**config.mk**
```make
export PLATFORM = sky130hd
export DESIGN_NAME = opentdc_wb_master
export DESIGN_NICKNAME = d
export VERILOG_FILES = /design/src/rtl/opentdc_pkg.sv /design/src/rtl/opentdc_wb_master.sv
export SDC_FILE = /design/constraint.sdc
export NUM_CORES = 1
export LEC_CHECK = 0
export CAP_MARGIN = 30
export CORE_MARGIN = 2
export CORE_UTILIZATION = 37
export CTS_CLUSTER_SIZE = 40
export DETAILED_ROUTE_END_ITERATION = 10
export GPL_TIMING_DRIVEN = 0
export PLACE_DENSITY_LB_ADDON = 0.25
export SETUP_SLACK_MARGIN = 0.02
export SLEW_MARGIN = 20
export SYNTH_ARGS = -nofsm -noshare
export SYNTH_HDL_FRONTEND = slang
export SYNTH_SLANG_ARGS = --single-unit
```
**constraint.sdc**
```tcl
create_clock -name wb_clk_i -period 1.6 [get_ports wb_clk_i]
set_input_delay 0.24 -clock wb_clk_i [delete_from_list [all_inputs] [get_ports wb_clk_i]]
set_output_delay 0.24 -clock wb_clk_i [all_outputs]
set_load 0.05 [all_outputs]
```
**src/rtl/opentdc_pkg.sv**
```systemverilog
// Shared definitions for the opentdc Wishbone initiator: bus widths, default timeout and FSM states.
package opentdc_pkg;

    localparam int unsigned WB_ADR_W        = 32;
    localparam int unsigned WB_DAT_W        = 32;
    localparam int unsigned WB_SEL_W        = 4;
    localparam int unsigned DEFAULT_TIMEOUT = 255;

    typedef enum logic [1:0] {
        StIdle,
        StBus,
        StResp
    } wb_state_e;

endpackage

```
**src/rtl/opentdc_wb_master.sv**
```systemverilog
// Single-outstanding Wishbone classic initiator: one valid/ready command becomes one bus cycle,
// bounded by a timeout, with the result returned on a valid/ready response channel.
module opentdc_wb_master
    import opentdc_pkg::*;
#(
    parameter int unsigned TIMEOUT = DEFAULT_TIMEOUT
) (
    input  logic                wb_clk_i,
    input  logic                rst_n_i,
    input  logic                cmd_valid_i,
    output logic                cmd_ready_o,
    input  logic                cmd_we_i,
    input  logic [WB_ADR_W-1:0] cmd_adr_i,
    input  logic [WB_DAT_W-1:0] cmd_dat_i,
    input  logic [WB_SEL_W-1:0] cmd_sel_i,
    output logic                rsp_valid_o,
    input  logic                rsp_ready_i,
    output logic [WB_DAT_W-1:0] rsp_dat_o,
    output logic                rsp_err_o,
    output logic                wbm_cyc_o,
    output logic                wbm_stb_o,
    output logic                wbm_we_o,
    output logic [WB_SEL_W-1:0] wbm_sel_o,
    output logic [WB_ADR_W-1:0] wbm_adr_o,
    output logic [WB_DAT_W-1:0] wbm_dat_o,
    input  logic                wbm_ack_i,
    input  logic [WB_DAT_W-1:0] wbm_dat_i,
    output logic                busy_o
);

    localparam int unsigned     CntW    = $clog2(TIMEOUT + 1);
    localparam logic [CntW-1:0] CntLast = CntW'(TIMEOUT - 1);
    localparam logic [CntW-1:0] CntMax  = {CntW{1'b1}};

    wb_state_e           state_q, state_d;
    logic [CntW-1:0]     cnt_q, cnt_d;
    logic                cyc_q, cyc_d;
    logic                we_q, we_d;
    logic [WB_SEL_W-1:0] sel_q, sel_d;
    logic [WB_ADR_W-1:0] adr_q, adr_d;
    logic [WB_DAT_W-1:0] dat_q, dat_d;
    logic                rsp_valid_q, rsp_valid_d;
    logic                rsp_err_q, rsp_err_d;
    logic [WB_DAT_W-1:0] rsp_dat_q, rsp_dat_d;
    logic                busy_q, busy_d;

    always_comb begin
        state_d     = state_q;
        cnt_d       = cnt_q;
        cyc_d       = cyc_q;
        we_d        = we_q;
        sel_d       = sel_q;
        adr_d       = adr_q;
        dat_d       = dat_q;
        rsp_valid_d = rsp_valid_q;
        rsp_err_d   = rsp_err_q;
        rsp_dat_d   = rsp_dat_q;

        unique case (state_q)
            StIdle: begin
                if (cmd_valid_i) begin
                    we_d    = cmd_we_i;
                    sel_d   = cmd_sel_i;
                    adr_d   = cmd_adr_i;
                    dat_d   = cmd_dat_i;
                    cnt_d   = '0;
                    cyc_d   = 1'b1;
                    state_d = StBus;
                end
            end
            StBus: begin
                // Ack is tested first so it wins over a timeout on the same edge.
                if (wbm_ack_i) begin
                    rsp_dat_d   = we_q ? '0 : wbm_dat_i;
                    rsp_err_d   = 1'b0;
                    rsp_valid_d = 1'b1;
                    cyc_d       = 1'b0;
                    state_d     = StResp;
                end else if (cnt_q == CntLast) begin
                    rsp_dat_d   = '0;
                    rsp_err_d   = 1'b1;
                    rsp_valid_d = 1'b1;
                    cyc_d       = 1'b0;
                    state_d     = StResp;
                end else if (cnt_q != CntMax) begin
                    cnt_d = cnt_q + CntW'(1);
                end
            end
            StResp: begin
                if (rsp_ready_i) begin
                    rsp_valid_d = 1'b0;
                    state_d     = StIdle;
                end
            end
            default: state_d = StIdle;
        endcase

        busy_d = (state_d != StIdle);
    end

    always_ff @(posedge wb_clk_i or negedge rst_n_i) begin
        if (!rst_n_i) begin
            state_q     <= StIdle;
            cnt_q       <= '0;
            cyc_q       <= 1'b0;
            we_q        <= 1'b0;
            sel_q       <= '0;
            adr_q       <= '0;
            dat_q       <= '0;
            rsp_valid_q <= 1'b0;
            rsp_err_q   <= 1'b0;
            rsp_dat_q   <= '0;
            busy_q      <= 1'b0;
        end else begin
            state_q     <= state_d;
            cnt_q       <= cnt_d;
            cyc_q       <= cyc_d;
            we_q        <= we_d;
            sel_q       <= sel_d;
            adr_q       <= adr_d;
            dat_q       <= dat_d;
            rsp_valid_q <= rsp_valid_d;
            rsp_err_q   <= rsp_err_d;
            rsp_dat_q   <= rsp_dat_d;
            busy_q      <= busy_d;
        end
    end

    assign cmd_ready_o = (state_q == StIdle);
    assign wbm_cyc_o   = cyc_q;
    assign wbm_stb_o   = cyc_q;
    assign wbm_we_o    = we_q;
    assign wbm_sel_o   = sel_q;
    assign wbm_adr_o   = adr_q;
    assign wbm_dat_o   = dat_q;
    assign rsp_valid_o = rsp_valid_q;
    assign rsp_err_o   = rsp_err_q;
    assign rsp_dat_o   = rsp_dat_q;
    assign busy_o      = busy_q;

endmodule

```
## Word level (Yosys, flattened, before mapping)

Cells that the tools add are included.

- Flip-flop bits (word level): 115
- Output and inout bits: 107

- $add $sub $neg: 1
- Equality and inequality tests: 10
- Muxes and demuxes: 22
- Reductions and logical operators: 10

Operators by type and width:

| cell | number |
|---|---|
| 32-bit 2-to-1 mux | 3 |
| 8-bit 2-to-1 mux | 4 |
| 8-bit case mux with 2 select lines | 1 |
| 2-bit inequality test, second input constant | 5 |
| 8-bit by 1-bit adder with 8-bit output, second input constant | 1 |
| 8-bit == test, second input constant | 1 |
| 2-bit 2-to-1 mux | 4 |
| 8-bit inequality test, second input constant | 1 |
| 2-bit nonzero test | 4 |
| 1-bit 2-to-1 mux | 7 |
| 2-bit case mux with 3 select lines | 1 |
| 3-bit AND reduction | 2 |
| 5-bit AND reduction | 1 |
| 1-bit case mux with 2 select lines | 2 |
| 2-bit AND reduction | 2 |
| 3-bit inequality test, second input constant | 1 |
| 2-bit by 1-bit == test with 1-bit output, second input constant | 1 |
| 2-bit == test, second input constant | 1 |
| 2-bit logical NOT | 1 |

## Longest topological paths before layout

Gate-level depths: netlist of the first run.

- Depth in word-level cells: 5
- Depth in mapped cells: 7

## Least setup slack after synthesis of the first run

OpenSTA, ideal clock, no wires.

- Path kind: reg2reg
- Start point: reg state_q[0]
- End point: reg we_q (netlist: wbm_we_o)
- Setup time: 118 ps
- Data arrival time: 1867 ps
- Required time: 1482 ps
- Setup slack: -385 ps
- Cell stages (with the launch flop): 8
- Path buffers: 3
- Period minus slack after synthesis: 1985 ps
- Cells stage by stage: dfrtp_1 -> buf_2 -> nor2_1 -> nand2_1 -> buf_2 -> clkbuf_1 -> nand2_1 -> nand2_1

- Longest elaborated chain between the ends: 2

RTL lines:

| item | RTL line | text |
|---|---|---|
| start, declared | opentdc_wb_master.sv:35 | `wb_state_e state_q, state_d;` |
| start signal, assigned | opentdc_wb_master.sv:103 | `state_q <= StIdle;` |
| start signal, assigned | opentdc_wb_master.sv:115 | `state_q <= state_d;` |
| 2-bit logical NOT | -- |  |
| net cmd_ready_o | opentdc_wb_master.sv:11 | `output logic cmd_ready_o,` |
| 2-bit AND reduction (no line) | -- |  |
| end signal, assigned | opentdc_wb_master.sv:118 | `we_q <= we_d;` |
| end, declared | opentdc_wb_master.sv:38 | `logic we_q, we_d;` |

The timed path passes the listed nets, and every way through them passes these cells.
A chain may end at the register's enable or synchronous reset.

## Worst setup path after layout of the first run

- Start point: reg cnt_q[1]
- End point: reg cnt_q[7]

- Longest elaborated chain between the ends: 5
- Elaborated cells on any way between the ends: 10

RTL lines:

| item | RTL line | text |
|---|---|---|
| start, declared | opentdc_wb_master.sv:36 | `logic [CntW-1:0] cnt_q, cnt_d;` |
| start signal, assigned | opentdc_wb_master.sv:116 | `cnt_q <= cnt_d;` |
| 8-bit by 1-bit adder with 8-bit output | opentdc_wb_master.sv:86 | `cnt_d = cnt_q + CntW'(1);` |
| 8-bit 2-to-1 mux | opentdc_wb_master.sv:85 | `end else if (cnt_q != CntMax) begin` |
| 8-bit 2-to-1 mux | opentdc_wb_master.sv:79 | `end else if (cnt_q == CntLast) begin` |
| 8-bit 2-to-1 mux | opentdc_wb_master.sv:73 | `if (wbm_ack_i) begin` |
| 8-bit case mux with 2 select lines | opentdc_wb_master.sv:59 | `unique case (state_q)` |

Parallel ways exist; a longest one is shown, timed or not. The select of a mux whose other input is x is not followed.

==> results of run 1 <==
[registers in the layout, summed over array words and instances (netlist names)]
signal,count
rsp_dat_o,32
wbm_adr_o,32
wbm_dat_o,32
cnt_q,8
wbm_sel_o,4
state_q,2
busy_o,1
rsp_err_o,1
rsp_valid_o,1
wbm_cyc_o,1
wbm_we_o,1
[layout make-up]
| type | count | share of cell area, % |
|---|---|---|
| Sequential cell | 115 | 37.3 |
| Timing Repair Buffer | 239 | 29.7 |
| Inverter | 7 | 0.372 |
| Tap cell | 147 | 2.38 |
| Clock buffer | 25 | 6.54 |
| Clock inverter | 5 | 0.647 |
| Buffer | 24 | 2.12 |
| Multi-Input combinational cell | 304 | 20.9 |
[power groups by stage]
stage | clock network (W) | logic (W) | registers, W
after floorplan | 0 | 0.00208 | 0.00905
after global placement | 0 | 0.00963 | 0.00489
after detailed placement | 0 | 0.00974 | 0.00494
after CTS | 0.00360 | 0.00931 | 0.00488
after global routing | 0.00373 | 0.0101 | 0.00505
final | 0.00352 | 0.00950 | 0.00490
[kinds of logic (layout without fill, tap and decap cells)]
group / count (synthesis) / count (layout)
buffers and inverters: 31 / 300
multiplexers: 1 / 1
AND/OR/NAND/NOR: 245 / 246
AO/OA/AOI/OAI: 55 / 55
flip-flops: 115 / 115
adder cells (fa/ha/maj): 2 / 2
[repair_timing]
| action | in CTS | in global routing |
|---|---|---|
| cloned | 2 | 2 |
| setup buffers | 14 | 8 |
| pin swaps | 27 | 17 |
| hold buffers | 1 | 0 |
| endpoints found under the hold margin | 46 | 0 |
| gates resized for setup | 152 | 74 |
| endpoints found under the setup margin | 215 | 148 |
[worst max-delay path by stage]
stage | start | endpoint | cells after the start
2_1_floorplan | cnt_q[0] | cnt_q[7] | 6
3_3_place_gp | rst_n_i | wbm_dat_o[3] | 1
5_1_grt | state_q[0] | cnt_q[7] | 4
4_1_cts | cnt_q[1] | cnt_q[7] | 6
3_5_place_dp | cmd_valid_i | wbm_adr_o[11] | 6
6_report | cnt_q[1] | cnt_q[7] | 6
[worst register-to-register path, cell delays in order (launching register included)]
cell	delay [ns]
dfrtp_2	0.44
ha_4	0.19
buf_6	0.12
nor2_4	0.16
nor4b_4	0.08
or4_4	0.43
mux2i_1	0.13
[cell usage in the layout, fill, tap and decap left out, types with 4 or more instances in the layout]
| cell | instances |
|---|---|
| buf_4 | 21 |
| a22o_1 | 32 |
| o211ai_1 | 4 |
| dlygate4sd2_1 | 61 |
| clkbuf_16 | 18 |
| dfrtp_2 | 5 |
| nand3_1 | 4 |
| inv_1 | 5 |
| dfrtp_1 | 110 |
| clkbuf_8 | 5 |
| clkbuf_1 | 5 |
| clkdlybuf4s50_1 | 104 |
| clkbuf_2 | 13 |
| buf_6 | 10 |
| clkinv_2 | 4 |
| clkdlybuf4s15_1 | 38 |
| clkbuf_4 | 4 |
| nand2_1 | 217 |
[metrics by stage]
stage	setup slack (ns)	hold slack, ns
global route	-0.0971	0.354
detailed placement	-0.713	0.201
floorplan	0.0254	-0.0556
global placement	-4.16	0.458
CTS	-0.0590	0.332
finish	-0.0564	0.324
[per-layer routing]
layer | vias to the layer above | wire, µm | track usage, % | part of all wire (%)
li1 | 1995 | - | - | -
met1 | 2003 | 5350 | 24.7 | 39
met2 | 182 | 6610 | 34.3 | 48
met3 | 32 | 1400 | 9.70 | 10
met4 | 0 | 374 | 10.5 | 2.7
met5 | - | 0 | 0 | 0
==> results.toml, run 1 <==
[setup_path]
crit_path_cell_trace = "ha_4, buf_6, nor2_4, nor4b_4, or4_4, mux2i_1"
crit_path_end_kind = "register"
cp.required_ns = 1.90
rrSetupSlack_ns = -0.06
crit_path_max_incr_delay_ns = 0.44
startpoint_type = "register"
path_max_fanout = 5
r2r-end = "cnt_q[7]"
cp.arrival_ns = 1.95
critical_path_class = "register to register"
path_delay_family = "simple AND/OR/NAND/NOR gates"
critPathBufInv = 1
cp_slowest_cell = "dfrtp_2"
r2r_start = "cnt_q[1]"
r2r_cells = 6

[clocking]
cts_sinks = 115
cts-buffers-inserted = 17
cts_root_buf = "clkbuf_16"
clk_pin_slew_ns = 0.05
clock_latency_ns = 0.41
cts_tree = "built"
h-tree-depth = 4
cts_buffer_depth = 2

[yosys]
avgSynthCellArea_um2 = 10.1
yosysUniqueCellTypes = 34
yosysMostFrequentCell = "nand2_1"
syn-cell-area_um2 = 4540
synth_mux_area_share_pct = 0.221
yosys.area_share.simple_pct = 22.2
synth_top_cell_by_area = "dfrtp_1"
synth_xor_xnor_area_share_pct = 0
postSynthNetCount = 557
synthCells = 449
ys_seq_area_share_pct = 63.4
synth_top_cells_by_count = "nand2_1, dfrtp_1, a22o_1"
synth_top_family_by_area = "simple AND/OR/NAND/NOR gates"
synth_fa_ha_area_share_pct = 0.551
yosysWarnings = 0
synth.area.top_cells = "dfrtp_1, nand2_1, a22o_1"
synth_ff_type = "dfrtp_1"
synth.top_cell.area_share_pct = 63.4
synth-compound-area-share_pct = 10.3
synth-seq-cells = 115
synth_edf_count = 0
synthArstFlopShare_pct = 100

[detailed_routing]
first_pass_iters = 4
wl_per_cell_um = 15.9
antenna_left = 0
drc = 0
postRouteWirelength_mm = 13.7
via_per_inst = 4.86
routed-via-count = 4212
first_iter_violations = 174

[die]
initial_core_util_pct = 37.8
ioPinCount = 213
num_rows = 40
core_area_um2 = 12000
die_h_um = 115
die_area_um2 = 13200
die_x_um = 115

[layout]
seq_area_um2 = 2880
multi_input_area_um2 = 1620
fin_cells = 866
antenna_cells = 0
fillerInstances = 968
drive_above_1_share_pct = 15.6
fin_util_pct = 64.4
finalNetCount = 816
area_growth_pct = 70.4
finalInstanceArea_um2 = 7730

[pwr]
power.total_w = 0.0179
irDropWorstVdd_uv = 1620
power_frac_seq_pct = 27.4
p_leak_nw = 3.92
combPwrFrac_pct = 53.0
internal_power_w = 0.00930
p_clk_share_pct = 19.6
switching_power_w = 0.00862
power_density_nw_per_um2 = 2320
sw_frac_of_total_pct = 48.1

[global_route]
grt_usage_pct = 21.5
grt_pass1_vias = 4360
antenna_found_initial = 0
grt_max_degree = 70
grt_pass1_wl_mm = 21.7
grt_overflow_total = 0

[sta]
setup_violations = 18
rsz0062_at_grt = "true"
tightest_slew_ns = 0.547
layout_min_cycle_time_ns = 1.66
setup_slack_ns = -0.0564
period_share_pct = 104
timing.fmax_ghz = 0.604
slew_headroom_pct = 63.7
setup-tns-final_ns = -0.253
drv_slew = 0
hold_viol = 0
finalClockSkew_ns = 0.00791

[min_path]
hold_class = "input port to async pin"

[placement]
dpl_cell_area_um2 = 6900
port_buffers = 212
place_hpwl_mm = 9.50
place_congestion = 0.807
placed_cells_incl_taps = 809

[flow_run]
drv_cap = 0

[run_status]
status = "finished, violations left"
violations = "setup timing"
No activity file was read; power rests on OpenSTA's default activity.
==> inputs of run 2 (changes only) <==
--- a/config.mk
+++ b/config.mk
@@ -13,3 +13,3 @@
 export GPL_TIMING_DRIVEN = 0
-export PLACE_DENSITY_LB_ADDON = 0.25
+export PLACE_DENSITY = 0.75
 export SETUP_SLACK_MARGIN = 0.02
==> constraint.sdc (replaced) <==
create_clock -name wb_clk_i -period 1.6 [get_ports wb_clk_i]
set_input_delay 0.32 -clock wb_clk_i [delete_from_list [all_inputs] [get_ports wb_clk_i]]
set_output_delay 0.32 -clock wb_clk_i [all_outputs]
set_load 0.05 [all_outputs]
==> run 2 against run 1 <==
  * The flow still finishes with violations (setup timing)
  * Clock power is 5% higher
  * Sequential power is 1% higher
  * Global-route usage is 0.32 points higher
  * Utilization is 1.1 points higher
  * Non-clock buffer count is 9 lower
  * Clock skew is 0.0015 ns lower
  * Wire length is 1.2% higher
  * Cell area is 1.7% higher
  * Sequential cell count stayed put
  * Cell count is 0.81% lower
  * Fmax is 1.6% lower
  * Combinational power is 3.8% higher
  * Critical endpoint is now rsp_dat_o[28]
==> results.toml, run 2 (synthesized netlist as in run 1, its figures left out) <==
[run_status]
status = "finished, violations left"
violations = "setup timing"

[pwr]
p_clk_share_pct = 20.0
combPwrFrac_pct = 53.3
p_leak_nw = 3.73
switching_power_w = 0.00882
internal_power_w = 0.00970
sw_frac_of_total_pct = 47.6
power_frac_seq_pct = 26.7
irDropWorstVdd_uv = 1170
power_density_nw_per_um2 = 2350

[clocking]
h-tree-depth = 4
cts_root_buf = "clkbuf_16"
cts_tree = "built"
cts_sinks = 115
cts_buffer_depth = 2
cts-buffers-inserted = 17
clk_pin_slew_ns = 0.05
clock_latency_ns = 0.41

[global_route]
grt_pass1_wl_mm = 22.2
grt_overflow_total = 0
grt_pass1_vias = 4501
grt_max_degree = 68
grt_usage_pct = 21.8
antenna_found_initial = 0

[setup_path]
r2r_cells = 7
cp.arrival_ns = 1.98
startpoint_type = "register"
r2r-end = "rsp_dat_o[28]"
critical_path_class = "register to register"
crit_path_cell_trace = "inv_2, ha_4, inv_4, o31ai_4, nand2_2, buf_6, a22o_1"
r2r_start = "cnt_q[0]"
rrSetupSlack_ns = -0.08
path_max_fanout = 5
cp_slowest_cell = "dfrtp_2"
crit_path_max_incr_delay_ns = 0.44
crit_path_end_kind = "register"
cp.required_ns = 1.90

[placement]
placed_cells_incl_taps = 809
place_hpwl_mm = 9.56
dpl_cell_area_um2 = 6900
port_buffers = 212
place_congestion = 0.831
pre_cts_slack_ns = -0.838

[layout]
finalNetCount = 807
finalInstanceArea_um2 = 7860
fin_cells = 859
final_cell_mix = "nand2_1, dfrtp_1, clkdlybuf4s50_1"
drive_above_1_share_pct = 28.7
fillerInstances = 925
final_common_cell = "nand2_1"
antenna_cells = 0
area_growth_pct = 73.2

[sta]
tightest_slew_ns = 0.469
fin_worst_hold_slack_ns = 0.419
timing.fmax_ghz = 0.594
layout_min_cycle_time_ns = 1.68
drv_slew = 0
hold_viol = 0
finalClockSkew_ns = 0.00641
slew_headroom_pct = 68.7
period_share_pct = 105
setup_violations = 34
rsz0062_at_grt = "true"
setup_slack_ns = -0.0831

[die]
die_h_um = 115
num_rows = 40
die_x_um = 115
core_area_um2 = 12000
ioPinCount = 213
die_area_um2 = 13200
initial_core_util_pct = 37.8

[detailed_routing]
via_per_inst = 4.80
antenna_left = 0
routed-via-count = 4124
wl_per_cell_um = 16.2
first_pass_iters = 4
drc = 0
postRouteWirelength_mm = 13.9
first_iter_violations = 218

[min_path]
hold_class = "input port to async pin"

[flow_run]
drv_cap = 0
[run 2: layer usage]
| metal | GRT usage, % | vias up | wire length, µm |
|---|---|---|---|
| met5 | 0 | - | 0 |
| met4 | 8.19 | 0 | 272 |
| met3 | 8.01 | 25 | 961 |
| met2 | 37.3 | 142 | 7100 |
| met1 | 25.1 | 1979 | 5570 |
| li1 | - | 1978 | - |
[run 2: worst max-delay path by stage]
stage                          endpoint         from  slack [ns]  cells after the start
after detailed placement  wbm_dat_o[17]  cmd_valid_i       -0.84                      6
after global routing      rsp_dat_o[30]     cnt_q[0]       -0.14                      7
after global placement     wbm_dat_o[8]      rst_n_i       -4.14                      1
final                     rsp_dat_o[28]     cnt_q[0]       -0.08                      7
after floorplan                cnt_q[7]     cnt_q[0]        0.03                      6
after CTS                  rsp_dat_o[7]     cnt_q[0]       -0.16                      7
[run 2: metrics by stage]
step | TNS [ns] | utilization, % | power [W]
floorplan | 0 | - | 0.0111
global placement | -528.24 | 57.2 | 0.0145
detailed placement | -63.11 | 57.4 | 0.0147
CTS | -4.47 | 65.0 | 0.0185
global route | -3.70 | 65.5 | 0.0194
finish | -1.89 | 65.5 | 0.0185
[run 2: what timing repair did]
| action | in CTS | in global routing |
|---|---|---|
| pin swaps | 31 | 10 |
| cloned | 4 | 0 |
| resized for setup | 361 | 24 |
| setup buffers | 8 | 5 |
| endpoints found under the hold margin | 48 | 0 |
| setup endpoints to repair | 215 | 114 |
| hold buffers | 1 | 0 |
[run 2: worst max-delay path, delay by kind of cell, from the launching register on]
family,cells,cell delay [ns]
AO/OA/AOI/OAI,2,0.53
AND/OR/NAND/NOR,1,0.17
buffers and inverters,3,0.28
flip-flops,1,0.44
adder cells (fa/ha/maj),1,0.15
[run 2: layout make-up]
type	count	area, µm²	area share, %
well taps	147	184	2.34
flip-flops and latches	115	2880	36.7
inverters	7	28.8	0.366
plain buffers	24	165	2.10
repair buffers	230	2430	30.9
clock inverters	13	134	1.70
clock buffers	19	453	5.76
multi-input cells	304	1590	20.2
[run 2: power by group through the flow]
stage	Sequential [W]	Combinational [W]	Clock, W
floorplan	0.00905	0.00208	0
global placement	0.00489	0.00960	0
detailed placement	0.00495	0.00976	0
CTS	0.00495	0.00975	0.00379
global route	0.00509	0.0104	0.00395
finish	0.00495	0.00986	0.00371
==> inputs of run 3 (changes only) <==
Settings changed: CTS_CLUSTER_SIZE 40 to 16, GPL_TIMING_DRIVEN 0 to not set, MAX_ROUTING_LAYER set to met4.
==> run 3 against run 2 <==
  * The flow finishes with violations (hold timing)
  * Via count is 1.6% lower
  * Sequential power is 0.8% lower
  * First-iteration DRC count is 23% lower
  * Critical endpoint is now rsp_dat_o[13]
==> results.toml, run 3 (synthesized netlist as in run 1, its figures left out) <==
[run_status]
status = "finished, violations left"
violations = "hold timing"

[clocking]
clk_pin_slew_ns = 0.05
cts-buffers-inserted = 17
clock_latency_ns = 0.41
cts_buffer_depth = 2
h-tree-depth = 4
cts_sinks = 115
cts_root_buf = "clkbuf_16"
cts_tree = "built"

[sta]
fin_worst_hold_slack_ns = -0.0425
layout_min_cycle_time_ns = 1.55
tightest_slew_ns = 0.651
period_share_pct = 97.0
slew_headroom_pct = 56.6
timing.fmax_ghz = 0.644
setup_slack_ns = 0.0484
hold_viol = 27
setup_violations = 0
finalClockSkew_ns = 0.00795
rsz0062_at_grt = "true"
drv_slew = 0

[setup_path]
path_max_fanout = 33
r2r_cells = 7
critical_path_class = "register to register"
r2r-end = "rsp_dat_o[13]"
startpoint_type = "register"
r2r_start = "cnt_q[0]"
rrSetupSlack_ns = 0.05
cp.required_ns = 1.89
cp.arrival_ns = 1.84
crit_path_end_kind = "register"

[die]
die_area_um2 = 13200
core_area_um2 = 12000
ioPinCount = 213
num_rows = 40
die_x_um = 115
die_h_um = 115
initial_core_util_pct = 37.8

[layout]
fin_cells = 852
drive_above_1_share_pct = 27.5
area_growth_pct = 64.4
antenna_cells = 0
fin_util_pct = 62.1
final_common_cell = "nand2_1"
finalNetCount = 800
final_cell_mix = "nand2_1, buf_4, dfrtp_1"

[min_path]
hold_class = "input port to async pin"

[global_route]
grt_usage_pct = 20.2
grt_overflow_total = 0
antenna_found_initial = 0
grt_pass1_vias = 4140
grt_max_degree = 116
grt_pass1_wl_mm = 20.1

[detailed_routing]
wl_per_cell_um = 14.7
postRouteWirelength_mm = 12.5
first_iter_violations = 167
wl_met2_mm = 6.19
met1Wirelength_mm = 5.27
dr_wl_met3_um = 716
antenna_left = 0
routed-via-count = 4059
first_pass_iters = 5
highest_layer = "met4"
via_per_inst = 4.76
drc = 0

[pwr]
p_leak_nw = 3.78
irDropWorstVdd_uv = 1320
power_density_nw_per_um2 = 2430
power.total_w = 0.0181

[placement]
pre_cts_slack_ns = -0.237
place_congestion = 0.843
place_hpwl_mm = 8.65
port_buffers = 212
placed_cells_incl_taps = 809

[flow_run]
drv_cap = 0
-- run 3: per-stage QoR --
step	cell area, µm²	TNS (ns)	hold slack (ns)
6_report	7460	0	-0.0425
5_1_grt	7460	-0.468	0.0354
4_1_cts	7390	0	0.0218
3_5_place_dp	6790	-14.15	0.459
3_3_place_gp	6790	-12.61	0.451
2_1_floorplan	4570	0	0.0244
-- run 3: how the worst max path moves through the flow --
stage               startpoint            end  slack [ns]  cells past startpoint
finish                cnt_q[0]  rsp_dat_o[13]        0.05                      7
CTS                 state_q[0]       cnt_q[7]        0.03                      5
global placement     wbm_ack_i       cnt_q[7]       -0.24                      5
global route          cnt_q[0]  rsp_dat_o[13]       -0.03                      7
floorplan             cnt_q[0]       cnt_q[7]        0.03                      6
detailed placement   wbm_ack_i       cnt_q[0]       -0.24                      6
-- run 3: power by group --
part	switching [W]	internal, W
sequential	0.000733	0.00418
clock	0.00125	0.00220
combinational	0.00658	0.00318
total	0.00857	0.00955
-- run 3: worst max-delay path: stages (launching register included) --
cell	delay, ns
dfrtp_1	0.40
inv_2	0.08
ha_4	0.16
inv_2	0.05
o31ai_4	0.19
nand2_2	0.11
buf_12	0.17
a22o_1	0.25
-- run 3: final cells by class --
cell class | count | area [µm²]
fill | 986 | 4550
sequential | 115 | 2880
timing repair buffer | 248 | 2250
multi-input combinational | 303 | 1570
clock buffer | 22 | 464
tap | 147 | 184
clock inverter | 10 | 83.8
inverter | 7 | 26.3
-- run 3: timing repair --
| item | 4_1_cts | 5_1_grt |
|---|---|---|
| gates resized for setup | 5 | 8 |
| setup endpoints to repair | 34 | 66 |
| pin swaps | 1 | 6 |
| buffers inserted | 5 | 6 |
| hold buffers | 0 | 0 |
-- run 3: per-layer routing --
| layer | track usage, % | up-vias |
|---|---|---|
| met1 | 24.1 | 1918 |
| li1 | - | 1957 |
| met5 | - | - |
| met4 | 10.4 | 0 |
| met3 | 5.38 | 29 |
| met2 | 31.8 | 155 |
